`src/rtl/conv_window_scheduler.sv`:
```
// conv_window_scheduler: walks a KHxKW window over the input map, feeds a subkernel MAC and writes results in raster order
module conv_window_scheduler #(
    parameter int INWIDTH       = 8,
    parameter int OUTWIDTH      = 16,
    parameter int KERNEL_WIDTH  = 4,
    parameter int KERNEL_HEIGHT = 3,
    parameter int IMG_WIDTH     = 8,
    parameter int IMG_HEIGHT    = 6,
    parameter int ADDR_BITS     = 6
) (
    input  logic                                           clk,
    input  logic                                           reset,
    input  logic                                           start,
    output logic                                           busy,
    output logic                                           done,
    output logic                                           mem_rd_en,
    output logic [ADDR_BITS-1:0]                           mem_addr,
    input  logic [INWIDTH-1:0]                             mem_rd_data,
    output logic                                           sk_start,
    output logic [KERNEL_WIDTH*KERNEL_HEIGHT*INWIDTH-1:0]  sk_x,
    input  logic                                           sk_done,
    input  logic [OUTWIDTH-1:0]                            sk_out,
    output logic                                           out_valid,
    output logic [ADDR_BITS-1:0]                           out_addr,
    output logic [OUTWIDTH-1:0]                            out_data
);
    localparam int KW = KERNEL_WIDTH;
    localparam int KH = KERNEL_HEIGHT;
    localparam int N  = KW * KH;
    localparam int OW = IMG_WIDTH - KW + 1;
    localparam int OH = IMG_HEIGHT - KH + 1;
    localparam int XW = N * INWIDTH;
    localparam int RB = $clog2(KH + 1);
    localparam int CB = $clog2(KW + 1);
    localparam int XB = $clog2(OW + 1);
    localparam int YB = $clog2(OH + 1);
    localparam int IB = $clog2(N + 1);

    typedef enum logic [2:0] {S_IDLE, S_FETCH, S_LOAD, S_FIRE, S_WAIT, S_WRITE, S_DONE} state_t;

    state_t              state_q, state_d;
    logic [RB-1:0]       r_q, r_d;
    logic [CB-1:0]       c_q, c_d;
    logic [XB-1:0]       ox_q, ox_d;
    logic [YB-1:0]       oy_q, oy_d;
    logic [XW-1:0]       sk_x_q, sk_x_d;
    logic [OUTWIDTH-1:0] out_data_q, out_data_d;
    logic                cap_en;
    logic [IB-1:0]       cap_i;
    logic                last_c, last_r, last_x, last_y;

    assign last_c    = c_q == CB'(KW - 1);
    assign last_r    = r_q == RB'(KH - 1);
    assign last_x    = ox_q == XB'(OW - 1);
    assign last_y    = oy_q == YB'(OH - 1);
    assign busy      = state_q != S_IDLE && state_q != S_DONE;
    assign done      = state_q == S_DONE;
    assign mem_rd_en = state_q == S_FETCH;
    assign sk_start  = state_q == S_FIRE;
    assign out_valid = state_q == S_WRITE;
    assign mem_addr  = mem_rd_en ? ADDR_BITS'((int'(oy_q) + int'(r_q)) * IMG_WIDTH + int'(ox_q) + int'(c_q)) : '0;
    assign out_addr  = out_valid ? ADDR_BITS'(int'(oy_q) * OW + int'(ox_q)) : '0;
    assign sk_x      = sk_x_q;
    assign out_data  = out_data_q;

    // Memory data lags the address by one cycle, so each fetch cycle stores the previous element; LOAD stores the last one
    always_comb begin
        cap_en = (state_q == S_FETCH && (r_q != '0 || c_q != '0)) || state_q == S_LOAD;
        cap_i  = state_q == S_LOAD ? IB'(N - 1) : IB'(int'(r_q) * KW + int'(c_q) - 1);
        sk_x_d = sk_x_q;
        for (int i = 0; i < N; i++)
            if (cap_en && cap_i == IB'(i)) sk_x_d[(N-1-i)*INWIDTH +: INWIDTH] = mem_rd_data;
    end

    // Frame sequencing: fetch window, fire subkernel, wait for result, write, advance raster position
    always_comb begin
        state_d    = state_q;
        r_d        = r_q;
        c_d        = c_q;
        ox_d       = ox_q;
        oy_d       = oy_q;
        out_data_d = out_data_q;
        case (state_q)
            S_IDLE: if (start) begin
                state_d = S_FETCH;
                r_d     = '0;
                c_d     = '0;
                ox_d    = '0;
                oy_d    = '0;
            end
            S_FETCH: begin
                c_d = last_c ? '0 : c_q + 1'b1;
                if (last_c) r_d = last_r ? '0 : r_q + 1'b1;
                if (last_c && last_r) state_d = S_LOAD;
            end
            S_LOAD:  state_d = S_FIRE;
            S_FIRE:  state_d = S_WAIT;
            S_WAIT: if (sk_done) begin
                out_data_d = sk_out;
                state_d    = S_WRITE;
            end
            S_WRITE: begin
                ox_d    = last_x ? '0 : ox_q + 1'b1;
                if (last_x) oy_d = last_y ? '0 : oy_q + 1'b1;
                state_d = (last_x && last_y) ? S_DONE : S_FETCH;
            end
            S_DONE:  state_d = S_IDLE;
            default: state_d = S_IDLE;
        endcase
    end

    // State and datapath registers; reset wins in every state
    always_ff @(posedge clk) begin
        if (reset) begin
            state_q    <= S_IDLE;
            r_q        <= '0;
            c_q        <= '0;
            ox_q       <= '0;
            oy_q       <= '0;
            sk_x_q     <= '0;
            out_data_q <= '0;
        end else begin
            state_q    <= state_d;
            r_q        <= r_d;
            c_q        <= c_d;
            ox_q       <= ox_d;
            oy_q       <= oy_d;
            sk_x_q     <= sk_x_d;
            out_data_q <= out_data_d;
        end
    end
endmodule

```
`config.mk`:
```
export PLATFORM = sky130hd
export DESIGN_NAME = conv_window_scheduler
export DESIGN_NICKNAME = d
export VERILOG_FILES = /design/src/rtl/conv_window_scheduler.sv
export SDC_FILE = /design/constraint.sdc
export NUM_CORES = 1
export LEC_CHECK = 0
export BUFFER_PORTS_ARGS = -buffer_cell sky130_fd_sc_hd__buf_4
export CAP_MARGIN = 5
export CORE_MARGIN = 5
export CORE_UTILIZATION = 28
export DETAILED_ROUTE_END_ITERATION = 8
export PLACE_DENSITY = 0.5
export SLEW_MARGIN = 15
export SYNTH_ARGS = -nofsm -noshare
export SYNTH_HDL_FRONTEND = slang
export SYNTH_SLANG_ARGS = --single-unit
```
`constraint.sdc`:
```
create_clock -name clk -period 5.8 [get_ports clk]
set_clock_uncertainty 0.05 [all_clocks]
set_input_delay 1.16 -clock clk [delete_from_list [all_inputs] [get_ports clk]]
set_output_delay 1.16 -clock clk [all_outputs]
set_load 0.005 [all_outputs]
```
---- Word-level counts from Yosys, hierarchy flattened ----
Cells that the tools add are included.
operators by class
  $add $sub $neg .......................... 10
  multiply operators ...................... 1
  equality and inequality tests ........... 27
  muxes and demuxes ....................... 20
  reduce and logical (&&, ||, !) cells .... 31
operator list
  cell                                              number
  two-way mux 3 bit                                 9
  adder 6 x 3 -> 6 bit                              3
  one-hot mux 3 bit (2 select lines)                3
  one-hot mux 3 bit (6 select lines)                1
  == test 4 x 3 -> 1 bit, second input constant     4
  == test 4 bit, second input constant              4
  logical AND 1 bit                                 16
  == test 3 x 2 -> 1 bit, second input constant     4
  == test 3 bit, second input constant              4
  two-way mux 6 bit                                 2
  adder 3 x 1 -> 3 bit, second input constant       3
  AND reduction 3 bit                               3
  == test 4 x 2 -> 1 bit, second input constant     2
  multiplier 3 x 3 -> 6 bit, second input constant  1
  two-way mux 2 bit                                 3
  != test 2 x 1 -> 1 bit, second input constant     3
  AND reduction 2 bit                               3
  nonzero test 2 bit                                3
  nonzero test 3 bit                                2
  adder 4 x 3 -> 4 bit                              1
  == test 4 x 1 -> 1 bit, second input constant     1
  zero test 4 bit                                   1
  two-way mux 4 bit                                 1
  != test 2 bit, second input constant              2
  9 further kinds                                   10
word-level totals
  bits in registers ....................... 126
  bits of input ports ..................... 28
  output and inout port bits .............. 129
  logic and storage cells ................. 107

---- Depth between registers and ports, before layout ----
  word-level depth ........................ 5
  depth in mapped cells ................... 10

---- Worst setup path before layout ----
Ideal clock, no wire load.
  path type ............................... register to output
  from .................................... reg oy_q[0]
  to ...................................... out out_addr[4]
  data arrival time ....................... 1.768 ns
  data required time ...................... 4.590 ns
  path slack .............................. 2.822 ns
  stages on the path, launching flop included .. 8
  path buffers ............................ 0
  cells stage by stage .................... dfxtp_1 ha_1 ha_1 ha_1 a21o_1 a21oi_1 xor2_1 nor2_1
on the way
  cells in the longest elaborated chain, start to end .. 3
RTL lines
  item                       RTL line  source
  start: declaration         45        logic [YB-1:0] oy_q, oy_d;
  start signal: assignment   127       oy_q <= oy_d;
  multiplier 3 x 3 -> 6 bit  62        assign out_addr = out_valid ? ADDR_BITS'(int'(oy_q) * OW + int'(ox_q)) : '0;
  adder 6 x 3 -> 6 bit       62
  two-way mux 6 bit          62
  end: declaration           24        output logic [ADDR_BITS-1:0] out_addr,
No other way between the ends.

---- Final worst setup path ----
  from .................................... reg oy_q[2]
  to ...................................... out out_addr[4]
The elaborated chain is that of the path after synthesis.

==> impl_metrics.toml <==
[route]
avgViaCountPerCell = 4.70
drt_wl_total_mm = 15.7
dr_total_vias = 4478
ant_nets = 0
wl_per_cell_um = 16.5
dr.pass1.iters = 4
drt_iter0_markers = 173
drc_errors = 0

[clocking]
cts_buffers = 17
cts_tree = "built"
clk_path_buf_depth = 2
cts.sinks = 126
root_buffer = "clkbuf_16"
post_cts_resized = 0
cts_setup_buffers = 0
clkTransAtPathRegs_ns = 0.06
clock_latency_ns = 0.41
hold_buffers = 0
htree_levels = 4

[finish]
fin_nets = 757
final_cell_mix = "157 x buf_4, 126 x dfxtp_1, 90 x mux2i_1"
fillers = 1861
final_common_cell = "buf_4"
syn2layout_area_growth_pct = 36.7
antenna_cells = 0
drive_gt1_share_pct = 26.9

[worst_setup_path]
timing.critical_path.cells = "ha_1 > ha_1 > ha_1 > a21o_1 > a21oi_1 > xor2_1 > nor2_1 > buf_4"
rr_endpoint = "sk_x[67]"
r2r_cells = 7
reg2reg_slack_ns = 2.70
crit_cells = 8
crit_required_ns = 4.59
cp-start-kind = "flop"
cpLargestDelayFamily = "adder cells"
slowest_stage = "dfxtp_1"
worstSetupPathType = "reg2out"
arrival_ns = 2.50
crit_fanout = 6
cpMostUsedCell = "ha_1"
r2r-start = "r_q[0]"
cp_num_buf_inv = 1
slowest_delay_ns = 0.45
end_kind = "output port"

[synthesis]
synth_area_um2 = 5360
synth_top_family_by_area = "simple AND/OR/NAND/NOR gates"
ys_types = 48
yosysSeqAreaShare_pct = 47.1
synth_simple_gate_area_share_pct = 18.8
syn_nets = 615
synth_edf_count = 0
synth-adder-area-share_pct = 6.17
synth_mux_area_share_pct = 16.8
synth_area_per_cell_um2 = 9.52
synth_compound_area_share_pct = 5.82
synth_xor_area_share_pct = 1.84
synth_ff_type = "dfxtp_1"
netlist_instances = 563
synthArstFlopShare_pct = 0
ys_ff_latch = 126
ys_warn_count = 0

[sta]
hold_violations = 0
period_share_pct = 64.0
finalSetupTns_ns = 0
fmax_ghz = 0.269
worstMarginPinSlew_ns = 0.917
setup_viol_count_final = 0
rsz0062_at_grt = "false"
layout_setup_ws_ns = 2.09
drv_slew = 0
slew_headroom_pct = 38.0
period_needed_ns = 3.71

[worst_hold_path]
hp-class = "reg2reg"
holdCritStartpoint = "out_data[0]"
hold_end = "out_data[0]"
hold_depth = 2

[grt]
grt_antenna_before_repair = 0
overflow = 0
grt_pass1_wl_mm = 24.8
grt_max_degree = 87
grt_pass1_vias = 4466
grt_use_total_pct = 14.2

[floorplanning]
die-area_um2 = 22000
die_w_um = 148
num_io_pins = 157
die_y_um = 148
coreArea_um2 = 18800
start_util_pct = 28.5
row_count = 50

[power]
p_leak_nw = 3.56
vdd_drop_max_mv = 0.206
power.density_nw_per_um2 = 297

[placement]
dpl_worst_slack_ns = 2.50
dp_hpwl_mm = 11.4
io_buffers = 156
place.gp.congestion = 0.751

[outcome]
status = "finished, final reports clean"

[flow_run]
maxCapViolCount = 0
## final cells by class
cell class	count	area (um2)	share of cell area (%)
clock buffer	22	474	6.47
clock inverter	10	149	2.03
inverter	13	48.8	0.666
multi-input combinational	390	2660	36.3
sequential	126	2520	34.4
tap	234	293	4.00
timing repair buffer	157	1180	16.1
## through the flow
stage	power, W	utilization, %	hold WS [ns]	std cells	cell area, um2
after global placement	0.00107	35.7	0.397	920	6690
after global routing	0.00227	39.0	0.422	952	7320
after CTS	0.00221	39.0	0.407	952	7320
after detailed placement	0.00108	35.7	0.399	920	6700
after floorplan	0.00102	-	0.401	563	5360
final	0.00217	39.0	0.405	952	7320
## synthesized netlist by cell type, types with 2 or more instances
cell	instances	area, um2
a21o_1	5	37.5
a21oi_1	23	115
a31oi_1	4	25.0
and2_1	6	37.5
and3_1	2	12.5
and4_1	2	17.5
buf_1	9	33.8
buf_2	3	15.0
clkbuf_1	21	78.8
clkinv_1	2	7.51
dfxtp_1	126	2520
fa_1	4	80.1
ha_1	20	250
inv_1	10	37.5
mux2i_1	90	901
nand2_1	79	297
nand2b_1	2	12.5
nand3_1	9	45.0
nand3b_1	4	30.0
nand4_1	9	56.3
nor2_1	73	274
nor2b_1	2	12.5
nor3_1	8	40.0
nor3b_1	6	45.0
nor4_4	2	42.5
o21ai_0	15	75.1
or4_1	2	15.0
xnor2_1	4	35.0
xor2_1	2	17.5
## metal layers
layer,GRT usage [%],wire length (um),vias to the layer above
li1,-,-,2215
met2,22.1,7020,149
met3,7.16,1570,11
met1,17.6,7000,2103
met4,3.60,138,0
met5,0,0,-
## power by group
part	total, W	switching (W)	leakage, nW	internal (W)
combinational	0.000168	0.000105	2.25	0.0000629
sequential	0.000891	0.0000151	1.02	0.000876
clock	0.00112	0.000398	0.299	0.000718
total	0.00217	0.000518	3.56	0.00166
## logic make-up (layout without fill, tap and decap cells)
logic type,Yosys count,after routing
multiplexers,90,90
XOR/XNOR,8,8
adder cells (fa/ha/maj),24,24
buffers and inverters,47,202
AND/OR/NAND/NOR,214,214
flip-flops,126,126
AO/OA/AOI/OAI,54,54
## how the worst max path moves through the flow
stage | from | end
after global placement | oy_q[2] | out_addr[4]
after floorplan | oy_q[0] | out_addr[4]
after global routing | oy_q[2] | out_addr[4]
after detailed placement | reset | sk_x[1]
final | oy_q[2] | out_addr[4]
after CTS | oy_q[2] | out_addr[4]
## sequential cells by signal, indices dropped and copies added, names as in the netlist
signal    count
sk_x         96
out_data     16
c_q           3
ox_q          3
oy_q          3
state_q       3
r_q           2
## worst reg2reg max path, cell delays in order (launching register included)
cell	delay [ns]
dfxtp_1	0.48
inv_1	0.09
ha_1	0.31
fa_1	0.68
nor3b_1	0.37
nand4_1	0.57
mux2i_1	0.36
nor2_1	0.06
Note: power is estimated with default switching activity, not from simulation.
